==> src/rtl/image_loader.sv <==
// image_loader: stores a valid/ready pixel stream row-major into image memory via a write/ack port.
module image_loader #(
   parameter int IMG_W  = 8,
   parameter int IMG_H  = 8,
   parameter int DATA_W = 16,
   parameter int ADDR_W = 6
) (
   input  logic              clk,
   input  logic              nrst,
   input  logic              enable,
   input  logic              clear,
   input  logic [DATA_W-1:0] data_in,
   input  logic              in_valid,
   output logic              in_ready,
   output logic [ADDR_W-1:0] mem_addr,
   output logic [DATA_W-1:0] mem_wdata,
   output logic              mem_we,
   input  logic              mem_ack,
   output logic [3:0]        col,
   output logic [3:0]        row,
   output logic              at_end
);
   localparam int CW = $clog2(IMG_W);
   localparam int RW = $clog2(IMG_H);
   localparam logic [CW-1:0] COL_LAST = CW'(IMG_W - 1);
   localparam logic [RW-1:0] ROW_LAST = RW'(IMG_H - 1);
   typedef enum logic [1:0] {IDLE, WRITE, DONE} state_t;
   state_t state;
   logic [CW-1:0] col_q;
   logic [RW-1:0] row_q;
   logic col_end;
   assign col_end  = col_q == COL_LAST;
   // nrst term keeps in_ready at its reset value while reset is held
   assign in_ready = nrst & (state == IDLE) & enable & ~at_end;
   assign col      = 4'(col_q);
   assign row      = 4'(row_q);
   always_ff @(posedge clk or negedge nrst)
      if (!nrst) begin
         state     <= IDLE;
         col_q     <= '0;
         row_q     <= '0;
         mem_addr  <= '0;
         mem_wdata <= '0;
         mem_we    <= 1'b0;
         at_end    <= 1'b0;
      end else if (clear) begin
         state    <= IDLE;
         col_q    <= '0;
         row_q    <= '0;
         mem_addr <= '0;
         mem_we   <= 1'b0;
         at_end   <= 1'b0;
      end else
         case (state)
            IDLE:
               if (in_valid && in_ready) begin
                  mem_wdata <= data_in;
                  mem_we    <= 1'b1;
                  state     <= WRITE;
               end
            WRITE:
               if (mem_ack) begin
                  mem_we <= 1'b0;
                  if (col_end && row_q == ROW_LAST) begin
                     state  <= DONE;
                     at_end <= 1'b1;
                  end else begin
                     state    <= IDLE;
                     mem_addr <= mem_addr + ADDR_W'(1);
                     col_q    <= col_end ? '0 : col_q + CW'(1);
                     row_q    <= col_end ? row_q + RW'(1) : row_q;
                  end
               end
            DONE: state <= DONE;
            default: state <= IDLE;
         endcase
endmodule

==> config.mk <==
export PLATFORM = sky130hd
export DESIGN_NAME = image_loader
export DESIGN_NICKNAME = d
export VERILOG_FILES = /design/src/rtl/image_loader.sv
export SDC_FILE = /design/constraint.sdc
export NUM_CORES = 1
export LEC_CHECK = 0
export CORE_MARGIN = 5
export CORE_UTILIZATION = 45
export DETAILED_ROUTE_END_ITERATION = 6
export DONT_BUFFER_PORTS = 1
export PLACE_DENSITY_LB_ADDON = 0.3
export SYNTH_ARGS = -nofsm -noshare
export SYNTH_HDL_FRONTEND = slang
export SYNTH_SLANG_ARGS = --single-unit
export TNS_END_PERCENT = 1
==> constraint.sdc <==
create_clock -name clk -period 2.2 [get_ports clk]
set_input_delay 0.22 -clock clk [delete_from_list [all_inputs] [get_ports clk]]
set_output_delay 0.22 -clock clk [all_outputs]
set_load 0.02 [all_outputs]
==> impl_metrics.yaml <==
status:
  status: "finished, final reports clean"
min_path:
  hold_path_depth: 1
  min_from: "data_in[8]"
  hold_end: "mem_wdata[8]$_DFFE_PN0P_"
  min_path_type: "input port to register"
clocking:
  root_buffer: "clkbuf_4"
  cts_num_sinks: 32
  cts_setup_buffers: 0
  cts_made_buffers: 5
  clk_latency_ps: 330
  cts_tree: "yes"
  cts.reportedPaths.clkPinSlew_ps: 110
  clockBufferDepth: 2
  htreeDepth: 2
flow_run:
  drv_cap: 0
logic_synthesis:
  yosys.area.top_type: "dfrtp_1"
  synth_top_area_share_pct: 53.1
  syn-cell-area_sq_mm: 0.00151
  synthArstFlopShare_pct: 100
  yosysWarnings: 0
  avgSynthCellArea_sq_um: 12.2
  yosysSeqAreaShare_pct: 53.1
  synth_commonest_cells: "dfrtp_1 (32), a21oi_1 (14), mux2_4 (10)"
  synth_cells: 124
  synth_cell_types: 29
  yosysMostFrequentCell: "dfrtp_1"
  synth_edf_count: 0
  ys.flop_type: "dfrtp_1"
  ys_ff_latch: 32
  synth_area_leaders: "dfrtp_1 (53%), mux2_4 (10%), mux2_2 (6.0%)"
setup_path:
  path_class: "register to register"
  path_max_fanout: 13
  crit_required_ps: 2420
  cp-end-kind: "register"
  r2r_cells: 5
  r2r_slack_ps: 170
  crit_arrival_ps: 2250
  startpoint_type: "register"
  worstReg2RegEnd: "mem_addr[5]$_DFFE_PN0P_"
  r2r-start: "row_q[0]$_DFFE_PN0P_"
global_route:
  grt_pass1_vias: 963
  grt.overflow.total: 0
  antenna_found_initial: 0
  grtUsageTotal_pct: 14.3
  grt_max_degree: 33
  grt_pass1_wl_um: 4710
floorplan:
  io_pins: 55
  initial_core_util_pct: 45.9
  die_h_um: 67.9
  rows: 21
  dieArea_sq_mm: 0.00461
  die_w_um: 67.9
  coreArea_sq_mm: 0.00328
drt:
  via_per_inst: 5.44
  wl_um: 3140
  dr.pass1.iters: 4
  avgRoutedWirePerCell_um: 17.4
  vias: 980
  drt_iter0_markers: 48
  drtAntennaViolNets: 0
  drc_errors: 0
placement:
  pre_cts_ws_ps: 183
  portBuffers: 0
  gp_congestion: 0.808
  dpl.hpwl_um: 2120
  dp_cells: 165
timing:
  rsz0062_at_grt: "false"
  min_period_over_period_pct: 92.4
  skew_ps: 11.4
  fin_crit_ps: 2030
  final_max_slew_viol_count: 0
  setup_ws_ps: 168
  finalSetupViolations: 0
  slew_headroom_pct: 63.9
  clock.fmax_ghz: 0.492
  hold_viol: 0
  tns_ps: 0
  worstMarginPinSlew_ps: 539
final_layout:
  fillers: 287
  synthToLayoutAreaGrowth_pct: 11.8
  diodes: 0
  multi_input_area_sq_um: 646
  register_area_sq_um: 801
  finalNetCount: 160
  drive_gt1_share_pct: 25.4
  final_cells: 180
pwr:
  p_leak_nw: 0.751
  vdd_drop_max_mv: 0.466
  p_per_area_mw_per_mm2: 826
repair_timing:
| item | in CTS | in global routing |
|---|---|---|
| gates resized for setup | 0 | 0 |
| hold endpoints to repair | 46 | 4 |
| hold buffers | 3 | 4 |
flip-flops by register name (all words and copies together) (netlist names):
name       cells
at_end         1
col_q          3
mem_addr       6
mem_wdata     16
mem_we         1
row_q          3
state          2
cell usage in the layout (no fill, tap or decap), types with 2 or more instances in the layout:
| cell type | n |
|---|---|
| nor2_1 | 5 |
| or4_1 | 2 |
| or3_1 | 3 |
| ha_1 | 5 |
| buf_4 | 3 |
| clkbuf_4 | 5 |
| a21oi_1 | 14 |
| o31ai_1 | 2 |
| nor2b_1 | 3 |
| nand3b_1 | 2 |
| dfrtp_1 | 32 |
| o21ai_0 | 8 |
| conb_1 | 2 |
| nand3_1 | 8 |
| mux2_4 | 10 |
| mux2_2 | 8 |
| dlygate4sd3_1 | 6 |
| nand2_1 | 3 |
per-layer routing:
layer	vias up	part of all wire, %	track usage, %
met2	37	49	21.0
met1	481	41	17.0
met4	0	2.1	8.93
met5	-	0	0
li1	457	-	-
met3	5	8.2	6.24
per-stage QoR:
| stage | instance area, sq um | hold slack [ps] | power (mW) | utilization, % |
|---|---|---|---|---|
| final | 1690 | 31.8 | 1.39 | 51.4 |
| after global routing | 1690 | 2.69 | 1.46 | 51.4 |
| after CTS | 1650 | 2.49 | 1.41 | 50.1 |
| after detailed placement | 1530 | -74.9 | 0.928 | 46.5 |
| after global placement | 1530 | -74.9 | 0.923 | 46.5 |
| after floorplan | 1510 | -75.6 | 0.909 | - |
cells by family (layout without fill, tap and decap cells):
logic type / Yosys count / count (layout) / synth area share (%)
and+or+nand+nor: 35 / 35 / 13.9
DFF: 32 / 32 / 53.1
AOI/OAI and AO/OA: 24 / 24 / 8.29
muxes: 18 / 18 / 15.9
buffers and inverters: 9 / 18 / 4.39
adders and majority gates: 5 / 5 / 4.15
other: 1 / 2 / 0.249
how the worst max path moves through the flow:
stage | startpoint | to | slack (ps) | cells after the start
6_report | row_q[0]$_DFFE_PN0P_ | mem_addr[5]$_DFFE_PN0P_ | 170 | 5
5_1_grt | col_q[1]$_DFFE_PN0P_ | mem_addr[5]$_DFFE_PN0P_ | 40 | 5
4_1_cts | col_q[1]$_DFFE_PN0P_ | mem_addr[5]$_DFFE_PN0P_ | 160 | 5
3_5_place_dp | col_q[1]$_DFFE_PN0P_ | mem_addr[5]$_DFFE_PN0P_ | 180 | 5
3_3_place_gp | row_q[0]$_DFFE_PN0P_ | mem_addr[5]$_DFFE_PN0P_ | 250 | 5
2_1_floorplan | col_q[0]$_DFFE_PN0P_ | mem_addr[5]$_DFFE_PN0P_ | 440 | 5
worst max-delay path, cell delays in order, from the launching register on:
cell,delay (ps)
dfrtp_1,490
ha_1,250
ha_1,210
and2_1,300
nor4_1,290
mux2_2,360
cell type report:
class / count / share of cell area [%]
flip-flops and latches: 32 / 47.5
repair buffers: 10 / 6.08
well taps: 46 / 3.41
multi-input cells: 84 / 38.3
clock inverters: 3 / 2.52
clock buffers: 5 / 2.23
power by group:
part / leakage [nW] / total, mW / switching (mW) / internal [mW]
Sequential: 0.415 / 0.799 / 0.141 / 0.659
Clock: 0.0412 / 0.450 / 0.213 / 0.237
Combinational: 0.295 / 0.144 / 0.0515 / 0.0927
Total: 0.751 / 1.39 / 0.405 / 0.988
Note: power is estimated with default switching activity, not from simulation.
